File: src/rtl/snn_pkg.sv
// Shared definitions for the spiking-network receive path: decoder FSM states,
// default counter width and the all-ones pattern used for saturation limits.
package snn_pkg;

    typedef enum logic [1:0] {
        IDLE,
        COUNT,
        HOLD
    } snn_state_t;

    localparam int          CNT_W_DEFAULT = 8;
    localparam logic [31:0] SAT_ALL_ONES  = 32'hFFFF_FFFF;

endpackage

File: src/rtl/snn_sat_counter.sv
// Saturating up-counter with synchronous clear and a sticky overflow flag.
// next_count/next_sat expose the post-increment value so callers can capture it in the same cycle.
module snn_sat_counter
    import snn_pkg::*;
#(
    parameter int W = CNT_W_DEFAULT
) (
    input  logic         clk,
    input  logic         rst_n,
    input  logic         clear,
    input  logic         inc,
    output logic [W-1:0] count,
    output logic         sat,
    output logic [W-1:0] next_count,
    output logic         next_sat
);

    localparam logic [W-1:0] MAX_CNT = SAT_ALL_ONES[W-1:0];

    logic at_max;

    // The flag marks an increment that was refused at the limit, not merely reaching it.
    always_comb begin
        at_max     = (count == MAX_CNT);
        next_count = (inc && !at_max) ? count + W'(1) : count;
        next_sat   = sat | (inc && at_max);
    end

    always_ff @(posedge clk or negedge rst_n) begin
        if (!rst_n) begin
            count <= '0;
            sat   <= 1'b0;
        end else if (clear) begin
            count <= '0;
            sat   <= 1'b0;
        end else begin
            count <= next_count;
            sat   <= next_sat;
        end
    end

endmodule

File: src/rtl/spike_rate_decoder.sv
// Converts a spike train into windowed spike counts delivered over a valid/ready port.
// Define SPIKE_ISI_EN to add the minimum inter-spike-interval output isi_min.
module spike_rate_decoder
    import snn_pkg::*;
#(
    parameter int CNT_W = CNT_W_DEFAULT
) (
    input  logic             clk,
    input  logic             rst_n,
    input  logic             enable,
    input  logic             spike_in,
    input  logic [CNT_W-1:0] window_len,
    input  logic             rate_ready,
    output logic             rate_valid,
    output logic [CNT_W-1:0] rate_count,
    output logic             rate_sat,
    output logic             busy
`ifdef SPIKE_ISI_EN
    ,
    output logic [CNT_W-1:0] isi_min
`endif
);

    snn_state_t       state;
    logic [CNT_W-1:0] win_cnt;

    logic             win_end;
    logic             slot_free;
    logic             can_start;
    logic             load_new;
    logic             load_held;
    logic             start_window;
    logic             spike_inc;

    logic [CNT_W-1:0] acc_count;
    logic [CNT_W-1:0] acc_next;
    logic             acc_sat;
    logic             acc_next_sat;

    // load_new takes the result straight from the counter's next value so the
    // last window cycle's spike is included; load_held drains a result parked in HOLD.
    always_comb begin
        win_end      = (state == COUNT) && (win_cnt == CNT_W'(1));
        slot_free    = !rate_valid || rate_ready;
        can_start    = enable && (window_len != '0);
        load_new     = win_end && slot_free;
        load_held    = (state == HOLD) && rate_ready;
        start_window = can_start && ((state == IDLE) || load_new || load_held);
        spike_inc    = (state == COUNT) && spike_in;
    end

    snn_sat_counter #(
        .W(CNT_W)
    ) u_spike_acc (
        .clk       (clk),
        .rst_n     (rst_n),
        .clear     (start_window),
        .inc       (spike_inc),
        .count     (acc_count),
        .sat       (acc_sat),
        .next_count(acc_next),
        .next_sat  (acc_next_sat)
    );

    always_ff @(posedge clk or negedge rst_n) begin
        if (!rst_n) begin
            state   <= IDLE;
            win_cnt <= '0;
            busy    <= 1'b0;
        end else begin
            case (state)
                IDLE: begin
                    if (can_start) begin
                        state   <= COUNT;
                        win_cnt <= window_len;
                        busy    <= 1'b1;
                    end
                end
                COUNT: begin
                    if (win_end) begin
                        if (!slot_free) begin
                            state <= HOLD;
                        end else if (can_start) begin
                            win_cnt <= window_len;
                        end else begin
                            state <= IDLE;
                            busy  <= 1'b0;
                        end
                    end else if (!enable) begin
                        state <= IDLE;
                        busy  <= 1'b0;
                    end else begin
                        win_cnt <= win_cnt - CNT_W'(1);
                    end
                end
                HOLD: begin
                    if (rate_ready) begin
                        if (can_start) begin
                            state   <= COUNT;
                            win_cnt <= window_len;
                        end else begin
                            state <= IDLE;
                            busy  <= 1'b0;
                        end
                    end
                end
                default: begin
                    state <= IDLE;
                    busy  <= 1'b0;
                end
            endcase
        end
    end

    always_ff @(posedge clk or negedge rst_n) begin
        if (!rst_n) begin
            rate_valid <= 1'b0;
            rate_count <= '0;
            rate_sat   <= 1'b0;
        end else if (load_new) begin
            rate_valid <= 1'b1;
            rate_count <= acc_next;
            rate_sat   <= acc_next_sat;
        end else if (load_held) begin
            rate_valid <= 1'b1;
            rate_count <= acc_count;
            rate_sat   <= acc_sat;
        end else if (rate_ready) begin
            rate_valid <= 1'b0;
        end
    end

`ifdef SPIKE_ISI_EN
    localparam logic [CNT_W-1:0] ISI_NONE = SAT_ALL_ONES[CNT_W-1:0];

    logic [CNT_W-1:0] gap_count;
    logic [CNT_W-1:0] gap_next;
    logic             gap_sat;
    logic             gap_next_sat;
    logic             gap_unused;
    logic             seen_spike;
    logic [CNT_W-1:0] isi_acc;
    logic [CNT_W-1:0] isi_acc_next;

    // gap_count holds cycles since the last spike minus one, so gap_next is the interval itself.
    snn_sat_counter #(
        .W(CNT_W)
    ) u_gap (
        .clk       (clk),
        .rst_n     (rst_n),
        .clear     (start_window || spike_inc),
        .inc       (state == COUNT),
        .count     (gap_count),
        .sat       (gap_sat),
        .next_count(gap_next),
        .next_sat  (gap_next_sat)
    );

    assign gap_unused = &{1'b0, gap_count, gap_sat, gap_next_sat};

    always_comb begin
        isi_acc_next = isi_acc;
        if (spike_inc && seen_spike && (gap_next < isi_acc)) begin
            isi_acc_next = gap_next;
        end
    end

    always_ff @(posedge clk or negedge rst_n) begin
        if (!rst_n) begin
            seen_spike <= 1'b0;
            isi_acc    <= ISI_NONE;
        end else if (start_window) begin
            seen_spike <= 1'b0;
            isi_acc    <= ISI_NONE;
        end else begin
            seen_spike <= seen_spike | spike_inc;
            isi_acc    <= isi_acc_next;
        end
    end

    always_ff @(posedge clk or negedge rst_n) begin
        if (!rst_n) begin
            isi_min <= ISI_NONE;
        end else if (load_new) begin
            isi_min <= isi_acc_next;
        end else if (load_held) begin
            isi_min <= isi_acc;
        end
    end
`endif

    hold_stable: assert property (@(posedge clk) disable iff (!rst_n)
        (rate_valid && !rate_ready) |=> (rate_valid && $stable(rate_count) && $stable(rate_sat)));

    busy_tracks_state: assert property (@(posedge clk) busy == (state != IDLE));

endmodule

File: config.mk
export PLATFORM = sky130hd
export DESIGN_NAME = spike_rate_decoder
export DESIGN_NICKNAME = d
export VERILOG_FILES = /design/src/rtl/snn_pkg.sv /design/src/rtl/snn_sat_counter.sv /design/src/rtl/spike_rate_decoder.sv
export SDC_FILE = /design/constraint.sdc
export NUM_CORES = 1
export LEC_CHECK = 0
export ABC_CLOCK_PERIOD_IN_PS = 3200
export CAP_MARGIN = 10
export CORE_MARGIN = 2
export CORE_UTILIZATION = 35
export CTS_CLUSTER_DIAMETER = 30
export DETAILED_ROUTE_END_ITERATION = 10
export PLACE_DENSITY = 0.64
export SYNTH_ARGS = -nofsm -noshare
export SYNTH_HDL_FRONTEND = slang
export SYNTH_SLANG_ARGS = --single-unit
File: constraint.sdc
create_clock -name clk -period 3.2 [get_ports clk]
set_clock_uncertainty 0.15 [all_clocks]
set_input_delay 0.64 -clock clk [delete_from_list [all_inputs] [get_ports clk]]
set_output_delay 0.64 -clock clk [all_outputs]
set_load 0.005 [all_outputs]
==> results.sh, run 1 <==
export IMPL_crit_type="primary input to flip-flop"
export IMPL_yosys_warnings=0
export IMPL_io_pins=24
export IMPL_dr_pass1_iters=4
export IMPL_internal_power_uw=979.9
export IMPL_drt_initial_drc_count=127
export IMPL_grt_pass1_vias=1434
export IMPL_synth_edf_count=0
export IMPL_final_hold_violation_count=0
export IMPL_worstMarginPinSlew_ns=0.6655
export IMPL_status="finished clean"
export IMPL_antenna_cells=0
export IMPL_routed_wirelength_um=4127
export IMPL_vias=1525
export IMPL_min_period_over_period_pct=78.89
export IMPL_fin_nets=227
export IMPL_syn_area_per_cell_um2=9.524
export IMPL_cts_root_buf="clkbuf_8"
export IMPL_htreeDepth=2
export IMPL_final_common_cell="dfrtp_1"
export IMPL_dieArea_um2=5560
export IMPL_core_area_um2=4755
export IMPL_gr_total_overflow=0
export IMPL_antenna_left=0
export IMPL_synthArstFlopShare_pct=100.0
export IMPL_cts_buffer_depth=2
export IMPL_drive_gt1_share_pct=11.32
export IMPL_ir_drop_uv=272.9
export IMPL_layout_common_cells="dfrtp_1, clkdlybuf4s50_1, nor2_1"
export IMPL_portBuffers=23
export IMPL_rsz0062_at_grt="no"
export IMPL_power_density_nw_per_um2=696.6
export IMPL_hold_path_class="flip-flop to flip-flop"
export IMPL_endpoint_kind="flip-flop"
export IMPL_ys_flop_type="dfrtp_1"
export IMPL_grt_pass1_wl_um=6962
export IMPL_die_x_um=74.57
export IMPL_cts_tree="yes"
export IMPL_tns_ns=0
export IMPL_fin_ws_ns=0.6754
export IMPL_report_final_slew_viol_count=0
export IMPL_drc=0
export IMPL_share_seq_of_total_power_pct=42.8
export IMPL_combinationalPowerShare_pct=35.6
export IMPL_placed_cells_incl_taps=271
export IMPL_syn_to_final_growth_pct=23.76
export IMPL_path_clk_slew_ns=0.07
export IMPL_power_switching_uw=522.7
export IMPL_cts_sinks=30
export IMPL_critPathRequiredTime_ns=3.28
export IMPL_ys_ff_latch=30
export IMPL_synth_distinct_cells=48
export IMPL_antenna_found_initial=0
export IMPL_dp_hpwl_um=2923
export IMPL_clock_power_share_pct=21.6
export IMPL_max_cap_viol_count=0
export IMPL_track_usage_pct=16.67
export IMPL_slew_headroom_pct=55.42
export IMPL_clock_latency_ns=0.29
export IMPL_postCtsSetupRepairBufs=0
export IMPL_cts_resized=0
export IMPL_yosys_area_top_type_share_pct=43.07
export IMPL_fmax_ghz=0.3961
export IMPL_syn_nets=199
export IMPL_grt_max_degree=31
export IMPL_wl_per_cell_um=14.79
export IMPL_via_per_inst=5.466
export IMPL_globalplace_congestion=0.8297
export IMPL_critPathLaunchType="primary input"
export IMPL_ys_top_cells_by_area="dfrtp_1, nor2_1, nand3_1, o221a_2, nand2_1"
export IMPL_hold_buffers=0
export IMPL_place_ws_ns=0.4022
export IMPL_num_fill_cells=496
export IMPL_p_leak_uw=0.0008609
export IMPL_p_sw_share_pct=34.79
export IMPL_setup_viol=0
export IMPL_start_util_pct=36.66
export IMPL_die_h_um=74.57
export IMPL_yosys_area_top_type="dfrtp_1"
export IMPL_finalCoreUtilization_pct=45.37
export IMPL_layout_cells_non_filler=279
export IMPL_rows=25
export IMPL_p_total_uw=1503
export IMPL_period_needed_ns=2.525
export IMPL_cts_buffers=5
export IMPL_crit_fanout=6
export IMPL_synthCells=183
export IMPL_synth_area_um2=1743
export IMPL_crit_arrival_ns=2.60
export IMPL_ys_seq_area_share_pct=43.07
==> stage by stage <==
stage	area [um2]	hold slack [ns]
6_report	2157	0.3633
3_5_place_dp	2062	0.3521
5_1_grt	2157	0.3762
3_3_place_gp	2062	0.3376
2_1_floorplan	1743	0.1944
4_1_cts	2157	0.3677
==> Yosys cell counts (all sizes together) (4+ instances only) <==
library cell,count
dfrtp,30
nor2,21
nand2,13
nand3,13
o21ai,10
a21oi,7
o221a,7
inv,6
o21a,6
and3,5
xnor2,5
clkbuf,4
==> power by group through the flow <==
stage,clock network [uW],registers (uW),logic [uW]
2_1_floorplan,0,617,336
3_3_place_gp,0,649,527
3_5_place_dp,0,647,535
4_1_cts,333,644,536
5_1_grt,352,666,602
6_report,325,643,535
==> area by class of cell <==
cell class | instances | area (um2) | share of cell area (%)
clock buffer | 6 | 82.58 | 3.828
clock inverter | 2 | 12.51 | 0.5800
inverter | 6 | 22.52 | 1.044
multi-input combinational | 141 | 944.7 | 43.79
sequential | 30 | 750.7 | 34.80
tap | 67 | 83.83 | 3.886
timing repair buffer | 27 | 260.3 | 12.06
==> metal layers <==
layer | share of wire, % | up-vias | track usage (%)
met4 | 1.7 | 0 | 7.143
met1 | 49 | 737 | 22.47
li1 | - | 744 | -
met3 | 3.9 | 8 | 4.743
met2 | 45 | 36 | 25.07
met5 | 0 | - | 0
==> worst paths after layout <==
check / from / end / slack (ns) / cells after the start
min in group asynchronous: rst_n / win_cnt[2]$_DFFE_PN0P_ / 0.59 / 2
max: window_len[0] / win_cnt[4]$_DFFE_PN0P_ / 0.68 / 5
min: u_spike_acc.sat$_DFF_PN0_ / rate_sat$_DFFE_PN0P_ / 0.36 / 1
max reg2reg: win_cnt[1]$_DFFE_PN0P_ / rate_count[7]$_DFFE_PN0P_ / 0.86 / 7
max in group asynchronous: rst_n / busy$_DFFE_PN0P_ / 2.01 / 2
min reg2reg: u_spike_acc.sat$_DFF_PN0_ / rate_sat$_DFFE_PN0P_ / 0.36 / 1
==> state kept, by name, summed over array words and instances, names as in the netlist <==
name and count:
win_cnt 8, u_spike_acc.count 8, u_spike_acc.sat 1, state 2
rate_count 8, busy 1, rate_valid 1, rate_sat 1
==> cell families (layout without fill, tap and decap cells) <==
| group | Yosys count | count (layout) | share of synthesized area (%) |
|---|---|---|---|
| XOR/XNOR | 7 | 7 | 3.518 |
| buffers and inverters | 12 | 41 | 2.728 |
| AO/OA/AOI/OAI | 53 | 53 | 23.83 |
| flip-flops | 30 | 30 | 43.07 |
| adder cells (fa/ha/maj) | 3 | 3 | 2.154 |
| multiplexers | 2 | 2 | 1.220 |
| AND/OR/NAND/NOR | 76 | 76 | 23.47 |
==> worst max-delay path, stage by stage <==
cell and delay [ns]:
clkdlybuf4s50_1 0.45, or4_1 0.59, o21ai_1 0.40, a221o_1 0.31, o221a_2 0.22
No activity file was read; power rests on OpenSTA's default activity.
==> run 2, diff against run 1 <==
- ABC_CLOCK_PERIOD_IN_PS: 3200 -> 2200
- PLACE_DENSITY: 0.64 -> 0.66
- clock period: 3.2 -> 2.2 ns (I/O delays scaled with it)
==> run 2 against run 1 <==
  * Combinational power grew 80%
  * Critical path type unchanged
  * Worst setup slack lost 0.60 ns
  * First-iteration DRC count decreased by 17%
  * Sequential cell count is the same
  * Sequential share of layout area fell by 4.2 points
  * Via count increased by 8.3%
  * Highest routed layer unchanged
  * Utilization up 6.2 points
==> results.sh, run 2 (synthesized netlist as in run 1, its figures left out) <==
export IMPL_grt_pass1_vias=1653
export IMPL_antenna_cells=0
export IMPL_grt_pass1_wl_um=7769
export IMPL_p_leak_uw=0.001039
export IMPL_clock_latency_ns=0.28
export IMPL_p_total_uw=2338
export IMPL_dr_pass1_iters=4
export IMPL_crit_arrival_ns=2.15
export IMPL_layout_common_cells="buf_4, dfrtp_1, clkdlybuf4s50_1"
export IMPL_place_ws_ns=-0.3100
export IMPL_combinationalPowerShare_pct=41.2
export IMPL_drt_initial_drc_count=105
export IMPL_period_needed_ns=2.125
export IMPL_syn_to_final_growth_pct=40.56
export IMPL_min_period_over_period_pct=96.61
export IMPL_die_h_um=74.57
export IMPL_top_regs="rate_count x8, u_spike_acc.count x8, win_cnt x8"
export IMPL_cts_sinks=30
export IMPL_cts_tree="yes"
export IMPL_p_sw_share_pct=34.24
export IMPL_portBuffers=23
export IMPL_slew_headroom_pct=67.52
export IMPL_drc=0
export IMPL_crit_slowest_cell="or4_4"
export IMPL_wl_met1_um=2210
export IMPL_via_per_inst=5.241
export IMPL_core_area_um2=4755
export IMPL_cts_root_buf="clkbuf_8"
export IMPL_wl_per_cell_um=14.43
export IMPL_antenna_left=0
export IMPL_critPathLaunchType="primary input"
export IMPL_fin_nets=263
export IMPL_hold_path_class="flip-flop to flip-flop"
export IMPL_ir_drop_uv=292.6
export IMPL_hold_ws_ns=0.3406
export IMPL_fin_ws_ns=0.07459
export IMPL_power_density_nw_per_um2=954.5
export IMPL_worstMarginPinSlew_ns=0.4872
export IMPL_rsz0062_at_grt="yes"
export IMPL_dp_hpwl_um=3422
export IMPL_postCtsSetupRepairBufs=0
export IMPL_power_switching_uw=800.6
export IMPL_cts_buffer_depth=2
export IMPL_dieArea_um2=5560
export IMPL_status="finished clean"
export IMPL_endpoint_kind="flip-flop"
export IMPL_die_x_um=74.57
export IMPL_route_met3_wl_um=151
export IMPL_highest_layer="met4"
export IMPL_tns_ns=0
export IMPL_max_cap_viol_count=0
export IMPL_critPathRequiredTime_ns=2.22
export IMPL_start_util_pct=36.66
export IMPL_final_common_cell="buf_4"
export IMPL_cpMostUsedCell="nor2_2"
export IMPL_track_usage_pct=18.34
export IMPL_slowest_delay_ns=0.56
export IMPL_drive_gt1_share_pct=26.21
export IMPL_internal_power_uw=1538
export IMPL_rows=25
export IMPL_cts_buffers=5
export IMPL_crit_fanout=6
export IMPL_path_clk_slew_ns=0.07
export IMPL_io_pins=24
export IMPL_reg2reg_slack_ns=0.11
export IMPL_gr_total_overflow=0
export IMPL_vias=1651
export IMPL_globalplace_congestion=0.9122
export IMPL_share_seq_of_total_power_pct=38.7
export IMPL_crit_type="primary input to flip-flop"
export IMPL_grt_max_degree=31
export IMPL_setup_viol=0
export IMPL_report_final_slew_viol_count=0
export IMPL_routed_wirelength_um=4547
export IMPL_routed_wl_met2_um=2129
export IMPL_htreeDepth=2
export IMPL_final_hold_violation_count=0
export IMPL_antenna_found_initial=0
export IMPL_clock_power_share_pct=20.1
export IMPL_fmax_ghz=0.4705
export IMPL_path_cells="clkdlybuf4s50_1 -> or4_4 -> o21a_1 -> nor2_2 -> nor2_2 -> o221a_2"
[run 2: through the flow]
stage	instance area, um2	util (%)	cells
after floorplan	1743	-	183
after global placement	2332	49.05	307
after detailed placement	2332	49.05	307
after CTS	2434	51.18	315
after global routing	2450	51.53	315
final	2450	51.53	315
[run 2: power groups by stage]
stage | Clock [uW] | Combinational, uW | Sequential [uW]
global route | 505 | 1070 | 927
finish | 470 | 964 | 904
CTS | 481 | 962 | 904
global placement | 0 | 931 | 908
floorplan | 0 | 489 | 898
detailed placement | 0 | 952 | 914
[run 2: metal layers]
metal | GRT usage (%) | up-vias
met5 | 0 | -
met4 | 5.556 | 0
met3 | 4.472 | 4
met2 | 28.42 | 27
met1 | 25.42 | 807
li1 | - | 813
[run 2: cell type report]
type                            count  area [um2]
Timing Repair Buffer               63       534.3
Sequential cell                    30       750.7
Inverter                            6       22.52
Clock inverter                      2       12.51
Fill cell                         449        2305
Tap cell                           67       83.83
Clock buffer                        6       82.58
Multi-Input combinational cell    141       963.4
[run 2: worst max-delay path, delay by kind of cell]
kind | cells | cell delay [ns]
and+or+nand+nor | 3 | 0.81
AOI/OAI and AO/OA | 2 | 0.47
buffers and inverters | 1 | 0.42
[run 2: timing repair]
item | CTS | global route
resized for setup | 2 | 5
hold endpoints to repair | 0 | 0
endpoints found under the setup margin | 7 | 10
hold buffers | 0 | 0
pin swaps | 0 | 3
[run 2: final timing paths]
kind | start | to | cells past startpoint
worst max register to register | win_cnt[1]$_DFFE_PN0P_ | win_cnt[0]$_DFFE_PN0P_ | 8
worst min-delay path | u_spike_acc.sat$_DFF_PN0_ | rate_sat$_DFFE_PN0P_ | 1
min in group asynchronous | rst_n | win_cnt[7]$_DFFE_PN0P_ | 2
worst min register to register | u_spike_acc.sat$_DFF_PN0_ | rate_sat$_DFFE_PN0P_ | 1
worst max-delay path | window_len[4] | win_cnt[3]$_DFFE_PN0P_ | 6
max in group asynchronous | rst_n | rate_sat$_DFFE_PN0P_ | 2
